[src/rtl/dot_product_feeder.sv]
// Feeder stage for the TinyML accumulator: turns a job of signed operand pairs into
// registered products plus en/rst strobes so the accumulator's Q holds the dot product at done.
//
// state | meaning
// IDLE  | waiting for start
// RUN   | accepting operand pairs, one product per handshake
// ZERO  | empty job: load 0 into the accumulator
// DRAIN | last product presented to the accumulator
// DONE  | accumulator Q holds the final sum
module dot_product_feeder #(
    parameter int LEN_W = 8
) (
    input  logic             clk,
    input  logic             rst,
    input  logic             start,
    input  logic [LEN_W-1:0] len,
    output logic             busy,
    input  logic             in_valid,
    output logic             in_ready,
    input  logic [15:0]      a,
    input  logic [15:0]      b,
    output logic [31:0]      acc_d,
    output logic             acc_en,
    output logic             acc_rst,
    output logic             done
);

    typedef enum logic [2:0] {IDLE, RUN, ZERO, DRAIN, DONE} state_t;

    localparam logic [LEN_W-1:0] ONE = LEN_W'(1);

    state_t           state_q, state_d;
    logic [LEN_W-1:0] count_q, count_d;
    logic [LEN_W-1:0] len_q, len_d;
    logic [31:0]      acc_d_q, acc_d_d;
    logic             en_q, en_d;
    logic             rst_flag_q, rst_flag_d;

    logic signed [31:0] a_ext, b_ext, prod;

    // Sign-extend to 32 bits first; the low 32 bits of the product are exact for 16x16.
    assign a_ext = {{16{a[15]}}, a};
    assign b_ext = {{16{b[15]}}, b};
    assign prod  = a_ext * b_ext;

    always_comb begin
        state_d    = state_q;
        count_d    = count_q;
        len_d      = len_q;
        acc_d_d    = acc_d_q;
        en_d       = 1'b0;
        rst_flag_d = 1'b0;
        case (state_q)
            IDLE: begin
                if (start) begin
                    if (len != '0) begin
                        len_d   = len;
                        count_d = '0;
                        state_d = RUN;
                    end else begin
                        acc_d_d    = '0;
                        en_d       = 1'b1;
                        rst_flag_d = 1'b1;
                        state_d    = ZERO;
                    end
                end
            end
            RUN: begin
                if (in_valid) begin
                    acc_d_d    = prod;
                    en_d       = 1'b1;
                    // The first product of a job masks whatever sum the accumulator still holds.
                    rst_flag_d = (count_q == '0);
                    count_d    = count_q + ONE;
                    if (count_q == len_q - ONE) begin
                        state_d = DRAIN;
                    end
                end
            end
            ZERO:    state_d = DONE;
            DRAIN:   state_d = DONE;
            DONE:    state_d = IDLE;
            default: state_d = IDLE;
        endcase
    end

    always_ff @(posedge clk) begin
        if (rst) begin
            state_q    <= IDLE;
            count_q    <= '0;
            len_q      <= '0;
            acc_d_q    <= '0;
            en_q       <= 1'b0;
            rst_flag_q <= 1'b0;
        end else begin
            state_q    <= state_d;
            count_q    <= count_d;
            len_q      <= len_d;
            acc_d_q    <= acc_d_d;
            en_q       <= en_d;
            rst_flag_q <= rst_flag_d;
        end
    end

    assign busy     = (state_q != IDLE);
    assign in_ready = (state_q == RUN);
    assign done     = (state_q == DONE);
    assign acc_d    = acc_d_q;
    assign acc_en   = en_q;
    assign acc_rst  = rst_flag_q;

endmodule
[config.mk]
export PLATFORM = sky130hd
export DESIGN_NAME = dot_product_feeder
export DESIGN_NICKNAME = d
export VERILOG_FILES = /design/src/rtl/dot_product_feeder.sv
export SDC_FILE = /design/constraint.sdc
export NUM_CORES = 1
export LEC_CHECK = 0
export CORE_MARGIN = 1
export CORE_UTILIZATION = 35
export DETAILED_ROUTE_END_ITERATION = 8
export HOLD_SLACK_MARGIN = 0.1
export PLACE_DENSITY = 0.6
export SLEW_MARGIN = 15
export SYNTH_ARGS = -nofsm -noshare
export SYNTH_HDL_FRONTEND = slang
export SYNTH_SLANG_ARGS = --single-unit
[constraint.sdc]
create_clock -name clk -period 7.9 [get_ports clk]
set_input_delay 2.37 -clock clk [delete_from_list [all_inputs] [get_ports clk]]
set_output_delay 2.37 -clock clk [all_outputs]
set_load 0.1 [all_outputs]
==> metrics.md, run 1 <==
| Metric | Value |
|---|---|
| Share of synthesized registers carrying an async set or reset | 0% |
| Number of storage elements in the synthesis netlist | 53 |
| Initial antenna violation count | 0 |
| Category of the most critical setup path | input port to register |
| Actual transition at the worst max-transition pin | around 1.1 ns |
| Final worst hold slack | ~0.45 ns |
| Routability-driven placement congestion ratio | ~0.85 |
| Library cell occupying the most area in the post-synthesis netlist | fa_1 |
| Dominant register cell in the synthesized netlist | dfxtp_1 |
| Count of flip-flops with a built-in enable after synthesis | 0 |
| Vias | roughly 9.7k |
| GRT Resource Usage Total | a little under a fifth |
| Core Region | roughly 34000 um2 |
| Sequential area share after synthesis | 8.83% |
| Instance count after placement with tap cells included | ~2.0k |
| Worst EP arrival | 8.00 ns |
| Number of remaining DRC errors | 0 |
| Max-slew headroom at the worst pin | about 28% |
| Peak fanout along the critical path | 5 |
| Post-route fraction of the period consumed by the critical path | 98.2% |
| Ant diodes | 0 |
| R2R Setup Slk | about 5.5 ns |
| Maximum clock insertion buffer count | 2 |
| Startpoint type of the worst setup path | input port |
| Count of cells along the worst register-to-register path | 7 |
| Setup TNS | 0 ns |
| Final critical path time including I/O delays and setup | about 7.8 ns |
| Cell area after technology mapping | between 10000 and 15000 um2 |
| # setup viols final | 0 |
| Number of distinct library cells after synthesis | between 50 and 60 |
| Top-level I/O count | 81 |
| Worst hold path type | register to register |
| Via count of the first global-routing pass | 10.3k |
| Layout area overhead | 27.8% |
| Synth warn | 0 |
| Worst EP required | between 8 and 9 ns |
| Number of max-slew violations in the final report | 0 |
| First-pass GRT wire length | 51.5 mm |
| Clock root buffer | clkbuf_16 |
| CTS tree | done |
| Share of the synthesized area in the top cell type | between 40% and 50% |
| Number of DRC violations after detailed-routing iteration 0 | about 380 |
| Floorplan die area | roughly 35000 um2 |
| Final hold vios | 0 |
| Post-DP Area | ~15000 um2 |
| Final standard cell count with taps included and fillers excluded | around 2.0k |
| Horizontal extent of the die | about 190 um |
| Post-Synthesis Cells | between 1k and 1.5k |
| Detailed Routing Iterations Pass 1 | 5 |
| Count of cells along the worst hold path | 2 |
| Largest cells by area after synthesis | fa_1, inv_1, ha_1 |
| IO Port Bufs | 80 |
| Avg Vias per Cell | roughly 4.8 |
| Clk Latency, worst-skew pair | just under 0.3 ns |
| Sum of overflow across all layers after global routing | 0 |
| H-tree Lvls | 2 |
| Number of filler cells placed in the layout | between 3k and 4k |
| Maximum frequency from static timing analysis | ~130 MHz |
| Number of CTS-inserted buffers | 5 |
| Finished layout cell area | around 15000 um2 |
| Pin count of the biggest net entering global routing | 35 |
| Initial Util | between 30% and 40% |
| Nets@finish | about 2k |
| Total length of routed wires | between 30 and 40 mm |
| Total number of clock tree sinks | 53 |
| Outcome | finished, final reports clean |
| Share of cells above drive strength 1 | 20.3% |
| Standard-cell row count | 67 |
| Die Ht | approximately 190 um |
| Routed wire per std cell | 15.2 um |
| Worst Setup End Kind | register |
| Final worst clock skew | slightly above 0.009 ns |
| Reg clk slew, reported paths | 0.07 ns |
| DRT antenna net count | 0 |
| Number of maximum-capacitance violations | 0 |
| Nets in the synthesized netlist | 1731 |
| Avg Inst Size Synth | about 9 um2 |
| Half-perimeter wire length after placement | around 26 mm |
[synthesized netlist by cell type (all sizes together) (3+ instances only)]
cell and number:
o22ai 3, and2 124, dfxtp 53, nand2 151
nand2b 9, ha 85, o221a 3, nand3 11
o21ai 33, a211oi 5, xnor2 23, o211ai 3
or2 3, and3 4, or4 4, a211o 4
a21boi 3, a21oi 33, nor4 5, clkbuf 44
or3 6, fa 262, a21o 6, a31o 3
nor2b 4, nor2 65, nand4 7, o21a 8
mux2i 10, inv 295, o31a 3, xor2 16
buf 4, a22oi 7, nor3 18
[cells by family (layout without fill, tap and decap cells)]
group                      Yosys count  in the layout  synth area share, %
and+or+nand+nor                    420            420                 17.3
adders and majority gates          347            347                 52.5
buffers and inverters              343            591                 10.7
AOI/OAI and AO/OA                  127            127                 6.84
DFF                                 53             53                 8.83
xor gates and xnor gates            39             39                 2.84
muxes                               11             11                0.927
[area by class of cell]
type | count | area, um2 | share of cell area [%]
repair buffers | 288 | 2530 | 16.5
well taps | 448 | 561 | 3.65
multi-input cells | 944 | 9960 | 64.8
flip-flops and latches | 53 | 1060 | 6.91
clock inverters | 3 | 17.5 | 0.114
clock buffers | 5 | 125 | 0.815
inverters | 295 | 1110 | 7.21
[stage by stage]
| step | utilization, % | setup slack [ns] |
|---|---|---|
| 2_1_floorplan | - | 0.00824 |
| 3_3_place_gp | 43.2 | -0.607 |
| 3_5_place_dp | 43.2 | -0.662 |
| 4_1_cts | 44.8 | 0.00410 |
| 5_1_grt | 45.6 | -0.0278 |
| 6_report | 45.6 | 0.138 |
[layout by cell type, fill, tap and decap left out, types with 8 or more instances in the layout]
master           Yosys  final
a21oi_1             33     30
and2_1             124    117
buf_12               0      8
buf_4                0    173
buf_6                0     24
clkbuf_2             0     15
clkdlybuf4s50_1      0     49
dfxtp_1             53     53
fa_1               262    240
fa_2                 0     22
ha_1                85     77
ha_4                 0      8
inv_1              295    276
inv_2                0     19
mux2i_1             10     10
nand2_1            151    144
nand2b_1             9      9
nand3_1             11      9
nor2_1              64     62
nor3_1              18     17
o21a_1               8      8
o21ai_0             32     28
xnor2_1             23     23
xor2_1              16     16
[path summary, 6_finish.rpt]
| check | from | end |
|---|---|---|
| min | acc_d[19]$_SDFFE_PP0P_ | acc_d[19]$_SDFFE_PP0P_ |
| max | b[12] | acc_d[31]$_SDFFE_PP0P_ |
| max reg2reg | state_q[0]$_SDFFE_PP0P_ | acc_d[30]$_SDFFE_PP0P_ |
| min reg2reg | acc_d[19]$_SDFFE_PP0P_ | acc_d[19]$_SDFFE_PP0P_ |
[critical path, cell delays in order]
cell and delay, ns:
dlygate4sd2_1 0.24, buf_6 0.13, and2_4 0.15, fa_1 0.51, inv_1 0.06, fa_1 0.53
inv_1 0.05, fa_2 0.54, fa_2 0.45, fa_1 0.52, inv_1 0.05, fa_1 0.53
inv_2 0.06, ha_4 0.16, a211o_1 0.30, a21oi_2 0.17, o221a_2 0.24, o221a_4 0.24
a31oi_4 0.09, or4_1 0.53, nand3_1 0.09
[metal layers]
layer	wire length, um	track usage [%]
met5	0	0
met4	540	3.06
met3	1330	2.72
met2	15800	32.0
met1	13400	24.1
[flip-flops by register name, summed over array words and instances (netlist names)]
signal	count
acc_d	32
count_q	8
len_q	8
state_q	3
acc_en	1
acc_rst	1
[timing repair]
action / in CTS / in global routing
endpoints found under the setup margin: 17 / 17
gates resized for setup: 81 / 124
buffers inserted: 23 / 13
pin swaps: 41 / 53
hold buffers: 0 / 0
gates cloned: 4 / 2
Power of run 1 is left out: the tool's default activity adds up to more than one toggle a clock period on the data nets, which glitch-free logic cannot reach.
==> run 2: changes to the inputs <==
--- a/config.mk
+++ b/config.mk
@@ -8,8 +8,9 @@
 export CORE_MARGIN = 1
 export CORE_UTILIZATION = 35
 export DETAILED_ROUTE_END_ITERATION = 8
+export DONT_BUFFER_PORTS = 1
 export HOLD_SLACK_MARGIN = 0.1
-export PLACE_DENSITY = 0.6
+export PLACE_DENSITY = 0.57
 export SLEW_MARGIN = 15
 export SYNTH_ARGS = -nofsm -noshare
 export SYNTH_HDL_FRONTEND = slang
==> metrics.md, run 2 (synthesis gave the netlist of run 1 again) <==
| Metric | Value |
|---|---|
| Horizontal extent of the die | 187 um |
| Max-slew headroom at the worst pin | around a quarter |
| Max incr delay on CP | between 0.5 and 0.6 ns |
| Number of remaining DRC errors | 0 |
| Top cell by count, worst path | fa_1 |
| Detailed Routing Iterations Pass 1 | 4 |
| Maximum clock insertion buffer count | 2 |
| Worst EP arrival | about 7.8 ns |
| Top-level I/O count | 81 |
| Avg Vias per Cell | roughly 4.9 |
| Final critical path time including I/O delays and setup | around 7.6 ns |
| Ant diodes | 0 |
| Number of gates resized after CTS | 0 |
| Die Ht | 187 um |
| Family with the most delay on the worst path | adder cells |
| Routability-driven placement congestion ratio | approximately 0.83 |
| Total length of routed wires | between 20 and 30 mm |
| Number of buffers inserted by hold repair at cts | 0 |
| Peak fanout along the critical path | 16 |
| Number of filler cells placed in the layout | approximately 3.5k |
| GRT Resource Usage Total | around 17% |
| Met3 Wirelength | 940 um |
| Post-CTS repair timing setup buffer count | 0 |
| Number of CTS-inserted buffers | 5 |
| CP Buf/Inv Count | 4 |
| Clk Latency, worst-skew pair | about 0.3 ns |
| Floorplan die area | approximately 35000 um2 |
| Chain of cells forming the critical path | and2_1, fa_1, inv_1, fa_1, fa_1, inv_1, fa_1, fa_1, inv_1, fa_1, inv_1, ha_1, a211o_1, a21oi_1, o221a_2, o221a_2, a31oi_1, or4_1, nand3_1 |
| Met1 wire length | approximately 12 mm |
| Standard-cell row count | between 60 and 70 |
| Core Region | ~34000 um2 |
| Cell with the biggest individual delay on the critical path | fa_1 |
| Post-route fraction of the period consumed by the critical path | about 96% |
| Startpoint type of the worst setup path | input port |
| Final worst clock skew | around 0.0061 ns |
| Vias | 8635 |
| Met2 WL | approximately 14 mm |
| IO Port Bufs | 0 |
| Worst EP required | ~8 ns |
| Top Metal Used | met4 |
| H-tree Lvls | 2 |
| Number of maximum-capacitance violations | 0 |
| Category of the most critical setup path | input port to register |
| Layout area overhead | 5.75% |
| Most common library cell in the layout ignoring fill and taps | inv_1 |
| DRT antenna net count | 0 |
| Half-perimeter wire length after placement | about 23 mm |
| Reg clk slew, reported paths | roughly 0.070 ns |
| Setup TNS | 0 ns |
| Actual transition at the worst max-transition pin | between 1 and 1.5 ns |
| Initial antenna violation count | 0 |
| Total number of clock tree sinks | 53 |
| Via count of the first global-routing pass | between 9k and 10k |
| Nets@finish | 1707 |
| First-pass GRT wire length | ~47 mm |
| Sum of overflow across all layers after global routing | 0 |
| Worst hold path type | register to register |
| Number of DRC violations after detailed-routing iteration 0 | between 300 and 400 |
| Clock root buffer | clkbuf_16 |
| Pin count of the biggest net entering global routing | 35 |
| Outcome | finished, final reports clean |
| Initial Util | between 30% and 40% |
| Worst Setup End Kind | register |
| Routed wire per std cell | roughly 16 um |
| Unrepaired setup endpoints after global routing | false |
| CTS tree | done |
| Commonest cells after routing, fill and taps aside | inv_1, fa_1, nand2_1, and2_1, ha_1 |
| Final hold vios | 0 |
| Number of flip-flops under the largest register name | 32 |
| Number of max-slew violations in the final report | 0 |
| # setup viols final | 0 |
| Share of cells above drive strength 1 | 2.81% |
| Maximum frequency from static timing analysis | roughly 130 MHz |
==> run 2: cell count changes in the layout (fill, tap and decap cells not counted), moves of 15 or more <==
cell             delta
buf_4             -157
clkdlybuf4s50_1    -49
buf_6              -24
fa_1               +21
fa_2               -21
inv_1              +19
inv_2              -19
clkbuf_2           -15
==> run 2: layout make-up <==
| class | instances | area (um2) | area share (%) |
|---|---|---|---|
| Multi-Input combinational cell | 944 | 9670 | 76.1 |
| Inverter | 295 | 1110 | 8.71 |
| Sequential cell | 53 | 1060 | 8.35 |
| Tap cell | 448 | 561 | 4.41 |
| Timing Repair Buffer | 17 | 145 | 1.14 |
| Clock buffer | 5 | 125 | 0.985 |
| Clock inverter | 2 | 35.0 | 0.276 |
==> run 2: path summary, 6_finish.rpt <==
check                                             start                     end  slack (ns)  cells after the start
worst max register to register  state_q[2]$_SDFFE_PP0P_  acc_d[30]$_SDFFE_PP0P_        5.33                      6
worst min register to register    len_q[7]$_SDFFE_PP0P_   len_q[7]$_SDFFE_PP0P_        0.54                      2
worst min-delay path              len_q[7]$_SDFFE_PP0P_   len_q[7]$_SDFFE_PP0P_        0.54                      2
worst max-delay path                               b[2]  acc_d[31]$_SDFFE_PP0P_        0.34                     19
==> run 2: metal layers <==
layer	up-vias	GRT usage, %
met3	28	2.48
met5	-	0
li1	4015	-
met4	0	3.09
met2	109	30.0
met1	4483	21.2
==> run 2: through the flow <==
step / cells / hold WS [ns] / utilization (%) / area, um2 / setup slack (ns)
2_1_floorplan: 1340 / 0.481 / - / 12000 / 0.00824
4_1_cts: 1764 / 0.546 / 37.7 / 12700 / 0.346
3_3_place_gp: 1757 / 0.515 / 37.2 / 12500 / 0.0549
5_1_grt: 1764 / 0.574 / 37.7 / 12700 / 0.123
6_report: 1764 / 0.543 / 37.7 / 12700 / 0.340
3_5_place_dp: 1757 / 0.533 / 37.2 / 12500 / 0.0357
==> run 2: worst min-delay path, stage by stage, from the launching register on <==
cell and delay, ns:
dfxtp_1 0.33, mux2i_1 0.12, nor2_1 0.05
Power of run 2 is left out for the same reason.
==> run 3: changes to the inputs <==
--- a/config.mk
+++ b/config.mk
@@ -5,12 +5,14 @@
 export SDC_FILE = /design/constraint.sdc
 export NUM_CORES = 1
 export LEC_CHECK = 0
+export CELL_PAD_IN_SITES_DETAIL_PLACEMENT = 1
+export CELL_PAD_IN_SITES_GLOBAL_PLACEMENT = 2
 export CORE_MARGIN = 1
 export CORE_UTILIZATION = 35
 export DETAILED_ROUTE_END_ITERATION = 8
 export DONT_BUFFER_PORTS = 1
 export HOLD_SLACK_MARGIN = 0.1
-export PLACE_DENSITY = 0.57
+export PLACE_DENSITY = 0.8
 export SLEW_MARGIN = 15
 export SYNTH_ARGS = -nofsm -noshare
 export SYNTH_HDL_FRONTEND = slang
==> metrics.md, run 3 (synthesis gave the netlist of run 1 again) <==
| Metric | Value |
|---|---|
| Worst EP required | a little over 8 ns |
| Initial Util | roughly 36% |
| Final critical path time including I/O delays and setup | 7.61 ns |
| First-pass GRT wire length | 52.2 mm |
| Pin count of the biggest net entering global routing | 35 |
| Via count of the first global-routing pass | between 9k and 10k |
| Nets@finish | about 1.7k |
| Final hold vios | 0 |
| Number of DRC violations after detailed-routing iteration 0 | approximately 230 |
| Maximum frequency from static timing analysis | 131 MHz |
| Routability-driven placement congestion ratio | 0.800 |
| Number of remaining DRC errors | 0 |
| Core Region | 33700 um2 |
| Number of max-slew violations in the final report | 0 |
| Clock root buffer | clkbuf_16 |
| IO Port Bufs | 0 |
| Routed wire per std cell | roughly 17 um |
| Number of gates resized after CTS | 0 |
| Setup TNS | 0 ns |
| Worst EP arrival | 7.84 ns |
| Top-level I/O count | 81 |
| Peak fanout along the critical path | 16 |
| Standard-cell row count | 67 |
| Outcome | finished, final reports clean |
| Die Ht | around 190 um |
| Post-route fraction of the period consumed by the critical path | roughly 96% |
| Vias | ~9k |
| GRT Resource Usage Total | between 10% and 20% |
| # setup viols final | 0 |
| DRT antenna net count | 0 |
| Max-slew headroom at the worst pin | approximately a fifth |
| Total number of clock tree sinks | 53 |
| Floorplan die area | 35100 um2 |
| H-tree Lvls | 2 |
| CTS tree | done |
| Startpoint type of the worst setup path | input port |
| Number of maximum-capacitance violations | 0 |
| Maximum clock insertion buffer count | 2 |
| Avg Vias per Cell | 4.95 |
| Number of flip-flops under the largest register name | 32 |
| Number of buffers inserted by hold repair at cts | 0 |
| Detailed Routing Iterations Pass 1 | 4 |
| Reg clk slew, reported paths | about 0.07 ns |
| Initial antenna violation count | 0 |
| Share of cells above drive strength 1 | roughly 3.3% |
| Commonest cells after routing, fill and taps aside | inv_1, fa_1, nand2_1, and2_1, ha_1 |
| Worst Setup End Kind | register |
| Ant diodes | 0 |
| Most common library cell in the layout ignoring fill and taps | inv_1 |
| Half-perimeter wire length after placement | approximately 27 mm |
| Horizontal extent of the die | 187 um |
| Layout area overhead | 6.25% |
| Sum of overflow across all layers after global routing | 0 |
| Post-CTS repair timing setup buffer count | 0 |
| Number of CTS-inserted buffers | 5 |
| Actual transition at the worst max-transition pin | ~1.2 ns |
| Unrepaired setup endpoints after global routing | false |
| Category of the most critical setup path | input port to register |
| Final worst clock skew | around 0.012 ns |
| Clk Latency, worst-skew pair | around 0.30 ns |
| Worst hold path type | register to register |
| Total length of routed wires | 31.0 mm |
[run 3: changes by cell type in the layout (fill, tap and decap cells not counted)]
cell      delta
buf_4        +7
clkbuf_1     +1
clkinv_2     -1
clkinv_4     +1
[run 3: critical path, cell delays in order]
cell and delay (ns):
and2_1 0.16, fa_2 0.67, fa_1 0.46, fa_1 0.51, fa_1 0.48, fa_1 0.52
inv_1 0.05, fa_1 0.47, inv_1 0.04, ha_1 0.30, a21o_1 0.18, a221o_1 0.34
a31o_1 0.23, a211o_1 0.30, or2_4 0.26, or4_1 0.40, nand3_1 0.09
[run 3: per-stage QoR]
| step | area (um2) | utilization (%) | setup slack [ns] | hold slack (ns) | instances |
|---|---|---|---|---|---|
| after global routing | 12800 | 37.9 | 0.0870 | 0.574 | 1772 |
| final | 12800 | 37.9 | 0.291 | 0.540 | 1772 |
| after detailed placement | 12600 | 37.4 | -0.0451 | 0.537 | 1764 |
| after floorplan | 12000 | - | 0.00824 | 0.481 | 1340 |
| after global placement | 12600 | 37.4 | 0.0455 | 0.520 | 1764 |
| after CTS | 12800 | 37.9 | 0.271 | 0.548 | 1772 |
[run 3: final timing paths]
kind                      startpoint                endpoint  slack [ns]  cells past startpoint
min reg2reg    len_q[7]$_SDFFE_PP0P_   len_q[7]$_SDFFE_PP0P_        0.54                      2
max reg2reg  state_q[0]$_SDFFE_PP0P_  acc_d[30]$_SDFFE_PP0P_        5.38                      7
min            len_q[7]$_SDFFE_PP0P_   len_q[7]$_SDFFE_PP0P_        0.54                      2
max                             b[3]  acc_d[30]$_SDFFE_PP0P_        0.29                     17
[run 3: layout make-up]
cell class,instances,area (um2)
fill,3983,20900
multi-input combinational,944,9670
inverter,295,1110
sequential,53,1060
tap,448,561
timing repair buffer,24,198
clock buffer,6,129
clock inverter,2,38.8
[run 3: routing by layer]
metal / track usage [%] / up-vias / part of all wire (%)
li1: - / 4017 / -
met1: 23.2 / 4633 / 41
met2: 34.4 / 98 / 54
met3: 2.63 / 31 / 2.8
met4: 3.72 / 0 / 1.8
met5: 0 / - / 0
Power of run 3 is left out for the same reason.
